### src/rtl/bus_arbiter.sv
// Four-master round-robin bus arbiter with grant parking and a contended-hold watchdog.
// Grants decode the registered owner (one-cycle handoff); no preemption; starve is status only.
module bus_arbiter #(
   parameter int HOLD_W   = 8,
   parameter int MAX_HOLD = 255
) (
   input  logic       clk,
   input  logic       reset_,
   input  logic       m0_req_,
   input  logic       m1_req_,
   input  logic       m2_req_,
   input  logic       m3_req_,
   output logic       m0_grnt_,
   output logic       m1_grnt_,
   output logic       m2_grnt_,
   output logic       m3_grnt_,
   output logic [1:0] owner,
   output logic       starve
);

   localparam logic [HOLD_W-1:0] MAX_CNT = HOLD_W'(MAX_HOLD);

   logic [3:0]        req;
   logic [3:0]        others;
   logic [1:0]        next_owner;
   logic              contention;
   logic [HOLD_W-1:0] hold_cnt;

   assign req = ~{m3_req_, m2_req_, m1_req_, m0_req_};

   // Only the owner giving up the bus moves the grant; search starts just past it.
   always_comb begin
      next_owner = owner;
      if (!req[owner]) begin
         if (req[owner + 2'd1])
            next_owner = owner + 2'd1;
         else if (req[owner + 2'd2])
            next_owner = owner + 2'd2;
         else if (req[owner + 2'd3])
            next_owner = owner + 2'd3;
      end
   end

   assign others     = req & ~(4'b0001 << owner);
   assign contention = req[owner] && (others != 4'b0000);

   always_ff @(posedge clk) begin
      if (!reset_) begin
         owner    <= 2'd0;
         hold_cnt <= '0;
      end else begin
         owner <= next_owner;
         if ((next_owner != owner) || !contention)
            hold_cnt <= '0;
         else if (hold_cnt != MAX_CNT)
            hold_cnt <= hold_cnt + HOLD_W'(1);
      end
   end

   assign m0_grnt_ = (owner != 2'd0);
   assign m1_grnt_ = (owner != 2'd1);
   assign m2_grnt_ = (owner != 2'd2);
   assign m3_grnt_ = (owner != 2'd3);
   assign starve   = (hold_cnt == MAX_CNT);

endmodule

### config.mk
export PLATFORM = sky130hd
export DESIGN_NAME = bus_arbiter
export DESIGN_NICKNAME = d
export VERILOG_FILES = /design/src/rtl/bus_arbiter.sv
export SDC_FILE = /design/constraint.sdc
export NUM_CORES = 1
export LEC_CHECK = 0
export BUFFER_PORTS_ARGS = -buffer_cell sky130_fd_sc_hd__buf_2
export CORE_MARGIN = 1.5
export CORE_UTILIZATION = 53
export DETAILED_ROUTE_END_ITERATION = 8
export GPL_TIMING_DRIVEN = 0
export PLACE_DENSITY_LB_ADDON = 0.2
export SYNTH_ARGS = -nofsm -noshare
export SYNTH_HDL_FRONTEND = slang
export SYNTH_SLANG_ARGS = --single-unit
export TNS_END_PERCENT = 50
### constraint.sdc
create_clock -name clk -period 2 [get_ports clk]
set_clock_uncertainty 0.05 [all_clocks]
set_input_delay 0.4 -clock clk [delete_from_list [all_inputs] [get_ports clk]]
set_output_delay 0.4 -clock clk [all_outputs]
set_load 0.02 [all_outputs]
Word level (Yosys, flattened, before mapping):

Cells that the tools add are included.
W data, S select, Z words.

* magnitude comparators: 4
* shifts and indexed selects: 1
* bitwise gates (word level): 4
* add/sub/neg operators: 4
* reduce and logical (&&, ||, !) cells: 6
* multiplexer cells: 12
* equal/unequal tests: 6

Operators with widths (number)
* $lt A2 B3 Y1 const B: 4
* $add A8 B1 Y8 const B: 1
* $bmux W1 S2: 4
* $eq A8 B8 Y1 const B: 1
* $mux W2: 4
* $ne A8 B8 Y1 const B: 1
* $not A4 Y4: 2
* $add A2 B2 Y2 const B: 2
* $and A4 B4 Y4: 1
* $mux W1: 4
* $ne A2 B2 Y1 const B: 2
* $reduce_bool A4 Y1: 1
* $shl A1 B2 Y4 const A: 1
* $add A2 B1 Y2 const B: 1
* $ne A2 B1 Y1 const B: 1
* $ne A2 B2 Y1: 1
* $reduce_bool A2 Y1: 1
* $reduce_or A2 Y1: 1
* $logic_and A1 B1 Y1: 1
* $logic_not A1 Y1: 1
* $logic_or A1 B1 Y1: 1
* $not A1 Y1: 1

* bits in registers: 10
* word-level logic and storage cells: 39
* output and inout bits: 7

Depth between registers and ports, before layout:

Gate-level depths: netlist of run 1.

* depth in word-level cells: 10
* depth in mapped cells: 8
* mapped depth without buffers: 6

Least setup slack after synthesis of run 1:

No wires, ideal clock.

* kind: register to register
* start: register owner[0]
* end: register owner[1]
* data arrival time: 1717 ps
* buffers on the path: 1
* cell stages (with the launch flop): 8
* setup slack: 114 ps
* library setup time: 119 ps
* cells stage by stage: dfxtp_1 > clkbuf_1 > inv_1 > ha_1 > inv_1 > a31oi_1 > a21o_1 > o221a_2

* cells in the longest elaborated chain, start to end: 7

Ends and longest elaborated chain
* start: declaration: line 17 `output logic [1:0] owner,`
* start signal: assignment: line 52 `owner <= next_owner;`
* $add A2 B2 Y2: line 39, 40
* $bmux W1 S2: line 39 `else if (req[owner + 2'd3])`
* $mux W1 (implied by the code): line 39
* $mux W2: line 39
* $mux W2: line 37 `else if (req[owner + 2'd2])`
* $mux W2: line 35 `if (req[owner + 2'd1])`
* $mux W2 *: line 34 `if (!req[owner]) begin`

Mark *: on every way between the ends. The rest lies on a longest branch, timed or not. The select of a mux whose other input is x is not followed.
A chain may end at the register's enable or synchronous reset.

Worst setup path in the final report of run 1:

* start: register owner[0]
* end: output m2_grnt_

* cells in the longest elaborated chain, start to end: 1

Ends and longest elaborated chain
* $ne A2 B2 Y1: line 62 `assign m2_grnt_ = (owner != 2'd2);`
* end: declaration: line 15 `output logic m2_grnt_,`

No other way between the ends.

==> results of run 1 <==
per-layer routing:
layer,track usage [%],wire length (µm),vias to the layer above
li1,-,-,338
met1,24.32,651,297
met2,32.66,692,7
met3,5.114,15,2
met4,10.34,19,0
met5,0,0,-
per-stage QoR:
step | power [µW] | hold slack, ns | cell area [µm²] | setup slack (ns)
CTS | 692.2 | 0.3763 | 829.5 | 0.1230
floorplan | 480.3 | 0.3920 | 721.9 | 0.1138
global placement | 550.7 | 0.4033 | 795.8 | 0.07656
global route | 742.9 | 0.3715 | 829.5 | 0.01814
finish | 683.3 | 0.3849 | 829.5 | 0.1320
detailed placement | 558.0 | 0.4136 | 795.8 | 0.04272
final cells by class:
type,count,area [µm²],share of cell area (%)
plain buffers,4,32.53,3.922
clock buffers,3,22.52,2.715
inverters,8,30.03,3.620
multi-input cells,62,462.9,55.81
flip-flops and latches,10,200.2,24.13
well taps,15,18.77,2.262
repair buffers,12,62.56,7.541
power by group:
group	total, µW	internal [µW]	switching [µW]
Combinational	316	140	176
Sequential	239	217	22.2
Clock	129	69.0	59.6
Total	683	426	258
cells in the final DEF (no fill, tap or decap), types with 4 or more instances in the layout:
| cell | synthesis | routed |
|---|---|---|
| a21oi_1 | 4 | 4 |
| nor2_1 | 7 | 6 |
| nand2_1 | 4 | 4 |
| ha_1 | 5 | 5 |
| buf_2 | 1 | 12 |
| xor2_1 | 4 | 4 |
| inv_1 | 8 | 8 |
| o21ai_0 | 5 | 5 |
| dfxtp_1 | 10 | 10 |
sequential cells by signal, indices dropped and copies added (netlist names):
name and count:
owner 2, hold_cnt 8
cell usage after synthesis:
| library cell | number | area share, % |
|---|---|---|
| nor2_1 | 7 | 3.6 |
| a32o_1 | 1 | 1.4 |
| a21o_1 | 1 | 1.0 |
| o21ai_0 | 5 | 3.5 |
| o22ai_1 | 3 | 2.6 |
| xor2_1 | 4 | 4.9 |
| nand3b_1 | 1 | 1.0 |
| inv_1 | 8 | 4.2 |
| mux4_2 | 1 | 3.1 |
| buf_2 | 1 | 0.69 |
| nand4b_1 | 1 | 1.2 |
| nand3_1 | 1 | 0.69 |
| nand2_1 | 4 | 2.1 |
| and3_1 | 2 | 1.7 |
| mux2_2 | 2 | 3.1 |
| dfxtp_1 | 10 | 28 |
| buf_6 | 2 | 3.1 |
| o211ai_1 | 2 | 2.1 |
| mux2i_1 | 1 | 1.4 |
| clkbuf_1 | 1 | 0.52 |
| nor4bb_1 | 1 | 1.4 |
| nand2b_1 | 2 | 1.7 |
| nor2b_1 | 2 | 1.7 |
| and4_2 | 1 | 1.4 |
| or2_1 | 1 | 0.87 |
| ha_1 | 5 | 8.7 |
| a21oi_1 | 4 | 2.8 |
| o221a_2 | 1 | 1.6 |
| nor3b_2 | 1 | 1.7 |
| a211oi_1 | 1 | 1.0 |
| nand4_1 | 2 | 1.7 |
| nor3_2 | 2 | 2.8 |
| a31oi_1 | 1 | 0.87 |
| and2_1 | 1 | 0.87 |
| o2111ai_1 | 1 | 1.2 |
worst max path at each step:
stage               end  slack [ns]  depth (start not counted)
2_1_floorplan  owner[1]        0.11                          7
3_3_place_gp   owner[1]        0.08                          7
3_5_place_dp   owner[0]        0.04                          6
4_1_cts        m0_grnt_        0.12                          5
5_1_grt        owner[0]        0.02                          6
6_report       m2_grnt_        0.13                          5
cells by family (layout without fill, tap and decap cells):
| family | Yosys count | after routing | synth area share (%) |
|---|---|---|---|
| AO/OA/AOI/OAI | 20 | 20 | 18.02 |
| XOR/XNOR | 4 | 4 | 4.852 |
| adder cells (fa/ha/maj) | 5 | 5 | 8.666 |
| buffers and inverters | 12 | 27 | 8.491 |
| flip-flops | 10 | 10 | 27.73 |
| multiplexers | 4 | 4 | 7.625 |
| AND/OR/NAND/NOR | 29 | 29 | 24.61 |
what timing repair did:
| item | CTS | global route |
|---|---|---|
| setup endpoints to repair | 2 | 0 |
| resized for setup | 2 | 0 |
| setup buffers | 1 | 0 |
==> reports/results.txt, run 1 <==
outcome - complete, no violations
Reg-to-Reg End - owner[0]
Seq cells post-synth - 10
WP data arrival - 1.42 ns
Cell Pwr Density - 823.7 nW/µm²
relative slew slack - 78.93%
critical path type - flop to primary output
max cap viols - 0
min-delay src - reset_
Crit Path Max Fanout - 9
Initial Utilization - 56.18%
crit-path most repeated cell - inv_1
non-filler cells, final - 114
CP max stage cell - dfxtp_1
clock slew at reported path FFs - 0.06 ns
CP Buf/Inv Count - 4
Slowest Stage Delay on Critical Path - 0.40 ns
CTS sink cnt - 10
Setup Viol. Count Final - 0
Cell Chain, Critical Path - clkbuf_2 > inv_1 > ha_1 > inv_1 > buf_2
via count - 644
Warnings, synthesis - 0
Antenna Violating Nets Remaining - 0
r2r setup slk - 0.14 ns
CP Launch Point - owner[0]
FF-to-FF Start - owner[1]
row cnt - 13
antenna violations before repair - 0
worst hold stages - 2
Port-buffer cells - 11
RSZ-0062 raised after global routing - false
filler cell count - 121
register area share after synthesis - 27.73%
critical path launch point type - flop
total gr overflow - 0
Final Critical Period - 1.868 ns
CP top delay family - buffers and inverters
DRC - 0
ant diodes - 0
Total GRT Usage - 20.21%
synthesized instance count - 84
Clock Latency Late Sink - 0.25 ns
final WL - 1.379 mm
Hold Path Class - primary input to flop
H-tree levels - 1
synth unique cells - 35
core area - 1285 µm²
GPL Wtd Cong - 0.7544
placed cell count - 110
Syn-to-layout area delta - 14.90%
layout cells sized above 1 - 28.28%
largest net degree at the start of global routing - 11
CTS tree - built
DR vias/cell - 5.649
die footprint - 1592 µm²
Die H - 39.91 µm
final slew viol count - 0
Hold EP - owner[1]
IO Count - 13
post-DP HPWL - 1.043 mm
Worst EP required - 1.55 ns
hold_buf cts - 0
first-pass GRT wire length - 2.125 mm
routed wire length per instance - 12.10 µm
reg2reg path depth - 6
Mapped Nets - 95
Fmax achieved - 0.5353 GHz
CTS Buf Count - 3
final hold violation count - 0
clk root buf - clkbuf_4
clock buffer depth - 2
fin crit share - 93.40%
Leakage - 0.0003497 µW
CP Capture Type - primary output
Final #Nets - 112
Die X - 39.91 µm
syn avg cell area - 8.595 µm²
worst vdd ir - 0.4584 mV
Pre-Repair DR Iteration Count - 4
post-layout util - 64.56%
Total Neg Setup Slack - 0 ns
post-synthesis cell area - 721.9 µm²
drt first-iter violations - 8
Worst Tran Pin Value - 0.3117 ns
vias in the first global route - 522
No activity file was read; power rests on OpenSTA's default activity.
==> inputs of run 2 (changes only) <==
- CORE_UTILIZATION: 53 -> 47
- clock period: 2 -> 1.7 ns (I/O delays scaled with it)
==> reports/results.txt, run 2 (synthesized netlist as in run 1, its figures left out) <==
Leakage - 0.0003878 µW
vias in the first global route - 588
core area - 1366 µm²
Pre-Repair DR Iteration Count - 4
antenna violations before repair - 0
clock slew at reported path FFs - 0.06 ns
max reg flops - 8
outcome - complete, no violations
final hold violation count - 0
IO Count - 13
most common cell after layout, fill and taps aside - buf_2
final instance area - 942.2 µm²
Crit Path Max Fanout - 4
drt first-iter violations - 18
Setup Viol. Count Final - 0
Cell Pwr Density - 977.0 nW/µm²
largest net degree at the start of global routing - 11
Worst Tran Pin Value - 0.3021 ns
via count - 688
most flop-heavy register - hold_cnt
post-DP HPWL - 1.063 mm
Top Registers - hold_cnt: 8 flops, owner: 2 flops
DRC - 0
CTS tree - built
CTS sink cnt - 10
total gr overflow - 0
routed wire length per instance - 13.53 µm
CP Capture Type - primary output
register cell area after layout - 209.0 µm²
area of placed instances - 802.0 µm²
row cnt - 13
CP Launch Point - hold_cnt[1]
CTS Buf Count - 3
Reg-to-Reg End - owner[1]
critical path type - flop to primary output
Fmax achieved - 0.6128 GHz
WP data arrival - 1.24 ns
FF-to-FF Start - owner[0]
reg2reg path depth - 7
Hold Path Class - primary input to flop
Cell Chain, Critical Path - ha_4 > nand4_1 > nor2_2 > buf_4
Total GRT Usage - 18.58%
ant diodes - 0
area of the multi-input gates - 495.5 µm²
max cap viols - 0
Die X - 42.19 µm
Clock Latency Late Sink - 0.26 ns
Slowest Stage Delay on Critical Path - 0.38 ns
DR vias/cell - 5.686
Initial Utilization - 52.84%
CP endpoint - starve
final slew viol count - 0
Antenna Violating Nets Remaining - 0
post-layout util - 68.96%
H-tree levels - 1
r2r setup slk - 0.08 ns
WHS - 0.3050 ns
filler cell count - 112
fin crit share - 96.00%
Syn-to-layout area delta - 30.50%
relative slew slack - 79.58%
clock buffer depth - 2
CP max stage cell - dfxtp_1
Worst EP required - 1.31 ns
die footprint - 1780 µm²
Final Critical Period - 1.632 ns
Port-buffer cells - 11
final WL - 1.637 mm
clk root buf - clkbuf_4
leading cell types in the layout, fill and taps excluded - buf_2, buf_4, inv_1, dfxtp_1, nor2_1
GPL Wtd Cong - 0.7991
Die H - 42.19 µm
critical path launch point type - flop
layout cells sized above 1 - 40.57%
Final #Nets - 119
first-pass GRT wire length - 2.518 mm
worst vdd ir - 0.5542 mV
[run 2: critical path, delay by kind of cell, from the launching register on]
| family | cells | cell delay [ns] |
|---|---|---|
| adders and majority gates | 1 | 0.16 |
| buffers and inverters | 1 | 0.16 |
| DFF | 1 | 0.38 |
| and+or+nand+nor | 2 | 0.28 |
[run 2: power breakdown]
part / switching (µW) / internal (µW)
sequential: 26.2 / 263
clock: 74.8 / 81.5
combinational: 241 / 235
[run 2: area by class of cell]
cell class              instances  area share, %
well taps                      15          1.992
plain buffers                   4          5.179
repair buffers                 19          12.48
flip-flops and latches         10          22.18
multi-input cells              62          52.59
clock buffers                   3          2.390
inverters                       8          3.187
[run 2: per-layer routing]
| layer | up-vias | wire length (µm) | GRT usage (%) |
|---|---|---|---|
| li1 | 347 | - | - |
| met1 | 321 | 787 | 26.72 |
| met2 | 20 | 748 | 26.77 |
| met3 | 0 | 102 | 7.759 |
| met4 | 0 | 0 | 1.875 |
| met5 | - | 0 | 0 |
[run 2: worst min path at each step]
stage,start,end,slack (ns),cells after the start
6_report,reset_,owner[1],0.30,2
3_5_place_dp,hold_cnt[1],hold_cnt[1],0.41,2
3_3_place_gp,hold_cnt[1],hold_cnt[1],0.40,2
5_1_grt,reset_,owner[1],0.29,2
2_1_floorplan,hold_cnt[1],hold_cnt[1],0.39,2
4_1_cts,reset_,owner[1],0.29,2
[run 2: timing repair]
item                       CTS  global route
setup endpoints to repair   10            14
setup buffers                2             6
resized for setup            5            12
gates cloned                 0             0
hold endpoints to repair     0             0
pin swaps                    2             3
hold buffers                 0             0
[run 2: through the flow]
stage | total power [µW] | instances | setup TNS (ns) | setup WS [ns]
floorplan | 573.6 | 84 | 0 | 0.003945
global placement | 654.7 | 110 | -0.1646 | -0.04883
detailed placement | 666.8 | 110 | -0.3173 | -0.08515
CTS | 844.2 | 115 | 0 | 0.008674
global route | 986.0 | 121 | -0.01045 | -0.01045
finish | 920.5 | 121 | 0 | 0.06805
==> inputs of run 3 (changes only) <==
- ABC_AREA: unset -> 1
- GPL_ROUTABILITY_DRIVEN: unset -> 1
==> reports/results.txt, run 3 <==
Synth Flop Type - dfxtp_1
area of placed instances - 788.3 µm²
Worst Tran Pin Value - 0.2903 ns
clock group share of total power - 15.6%
Reg-to-Reg End - owner[0]
Crit Path Max Fanout - 3
WP data arrival - 1.32 ns
routed wire length per instance - 11.98 µm
final slew viol count - 0
critical path type - flop to primary output
register area share after synthesis - 28.32%
filler cell count - 116
synthesized instance count - 104
RSZ-0062 raised after global routing - true
top-area cell type share of the netlist area - 28.32%
max cap viols - 0
relative slew slack - 80.55%
most numerous cell in the Yosys netlist - nand2_1
Cell Pwr Density - 1538 nW/µm²
synth cell count leaders - nand2_1, inv_1, dfxtp_1
die footprint - 1746 µm²
outcome - finished with violations
Antenna Violating Nets Remaining - 0
ys async rst share - 0%
Die X - 41.78 µm
placed cell count - 131
Final Critical Period - 1.706 ns
Post-synth EDFFs - 0
Seq cells post-synth - 10
register cell area after layout - 205.2 µm²
area of the multi-input gates - 462.9 µm²
fin crit share - 100.4%
final instance area - 923.4 µm²
clock slew at reported path FFs - 0.07 ns
biggest area consumer among synthesized cells - dfxtp_1
drt first-iter violations - 20
Mapped Nets - 115
leading cell types in the layout, fill and taps excluded - nand2_1, inv_1, buf_2, buf_4
CP Launch Point - hold_cnt[1]
max layer used - met3
Die H - 41.78 µm
DR vias/cell - 5.261
Int Power - 741.2 µW
synth unique cells - 22
post-DP HPWL - 1.130 mm
max reg flops - 8
CTS Buf Count - 3
Hold EP - owner[0]
first-pass GRT wire length - 2.815 mm
core area - 1350 µm²
clk root buf - clkbuf_4
critical path launch point type - flop
row cnt - 13
Final #Nets - 139
CTS sink cnt - 10
H-tree levels - 1
worst hold stages - 3
switching fraction of total power - 47.81%
Top Registers - hold_cnt: 8 flops, owner: 2 flops
reg2reg path depth - 15
Initial Utilization - 52.36%
met3 WL - 105 µm
CTS tree - built
FF-to-FF Start - owner[0]
most common cell after layout, fill and taps aside - nand2_1
Comb power frac - 61.9%
sw power - 679.0 µW
r2r setup slk - 0.07 ns
clock buffer depth - 2
final worst slack - -0.006300 ns
Port-buffer cells - 12
DRC - 0
layout cells sized above 1 - 32.28%
met2 WL - 821 µm
ant diodes - 0
register share of total power - 22.4%
GPL Wtd Cong - 0.8741
total gr overflow - 0
final hold violation count - 0
Hold Path Class - primary input to flop
most flop-heavy register - hold_cnt
met1 wire length - 773 µm
Syn-to-layout area delta - 30.62%
non-filler cells, final - 142
post-synthesis cell area - 706.9 µm²
Total GRT Usage - 20.41%
Leakage - 0.0004794 µW
worst vdd ir - 0.9472 mV
hold_buf cts - 0
Setup Viol. Count Final - 1
min-delay src - reset_
final WL - 1.701 mm
CP Capture Type - primary output
Pre-Repair DR Iteration Count - 4
Warnings, synthesis - 0
Clock Latency Late Sink - 0.27 ns
via count - 747
Area contributors post-synth - dfxtp_1, nand2_1, ha_1
Fmax achieved - 0.5861 GHz
failing checks - negative setup slack
IO Count - 13
largest net degree at the start of global routing - 10
overall power - 1420 µW
syn avg cell area - 6.797 µm²
vias in the first global route - 676
Worst EP required - 1.31 ns
antenna violations before repair - 0
run 3: cell types whose count changed after synthesis, sizes merged, moves of 3 or more:
cell   previous run  this run
inv               8        18
xor2              4         0
nor2              7         4
nand2             4        35
nand3             1         6
run 3: logic make-up after synthesis:
family | count (synthesis) | share of synthesized area, %
flops | 10 | 28.32
buf+inv | 19 | 11.15
fa+ha+maj | 5 | 8.850
simple gates | 50 | 32.39
compound gates | 19 | 18.05
xor+xnor | 1 | 1.239
run 3: worst max path at each step:
| stage | endpoint | slack (ns) | cells after the start |
|---|---|---|---|
| floorplan | owner[0] | 0.001 | 15 |
| global placement | owner[0] | -0.05 | 15 |
| detailed placement | owner[0] | -0.09 | 15 |
| CTS | starve | -0.07 | 6 |
| global route | starve | -0.05 | 6 |
| finish | starve | -0.006 | 6 |
run 3: stage by stage:
| stage | hold WS (ns) | setup WS, ns | util (%) | setup TNS, ns |
|---|---|---|---|---|
| 6_report | 0.2735 | -0.006300 | 68.40 | -0.006300 |
| 3_5_place_dp | 0.4450 | -0.08960 | 58.39 | -0.09075 |
| 3_3_place_gp | 0.4258 | -0.04979 | 58.39 | -0.04979 |
| 4_1_cts | 0.2679 | -0.06625 | 66.73 | -0.06625 |
| 2_1_floorplan | 0.3936 | 0.001350 | - | 0 |
| 5_1_grt | 0.2767 | -0.05213 | 68.40 | -0.08670 |
run 3: final cells by class:
class,instances,area share (%)
plain buffers,1,1.220
clock buffers,4,3.930
inverters,18,7.588
multi-input cells,75,50.14
flip-flops and latches,10,22.22
well taps,15,2.033
repair buffers,19,12.87
run 3: power by group through the flow:
stage | registers, µW | clock network, µW | logic [µW]
2_1_floorplan | 341 | 0 | 585
3_3_place_gp | 322 | 0 | 765
3_5_place_dp | 325 | 0 | 783
4_1_cts | 317 | 224 | 870
5_1_grt | 323 | 237 | 993
6_report | 318 | 222 | 880
run 3: what timing repair did:
action                                 in CTS  in global routing
gates resized for setup                     9                  3
pin swaps                                   2                  3
setup endpoints to repair                   3                  3
endpoints found under the hold margin       0                  0
gates cloned                                0                  0
buffers inserted                            5                  2
run 3: metal layers:
| metal | track usage, % | vias up |
|---|---|---|
| met5 | 0 | - |
| li1 | - | 382 |
| met1 | 23.82 | 336 |
| met3 | 6.522 | 0 |
| met4 | 1.935 | 0 |
| met2 | 37.19 | 29 |
run 3: worst max-delay path, stage by stage (launching register included):
cell	delay, ns
dfxtp_2	0.36
ha_4	0.15
nand2_4	0.06
nor2_4	0.12
nand2_4	0.07
nor3_4	0.14
buf_6	0.14
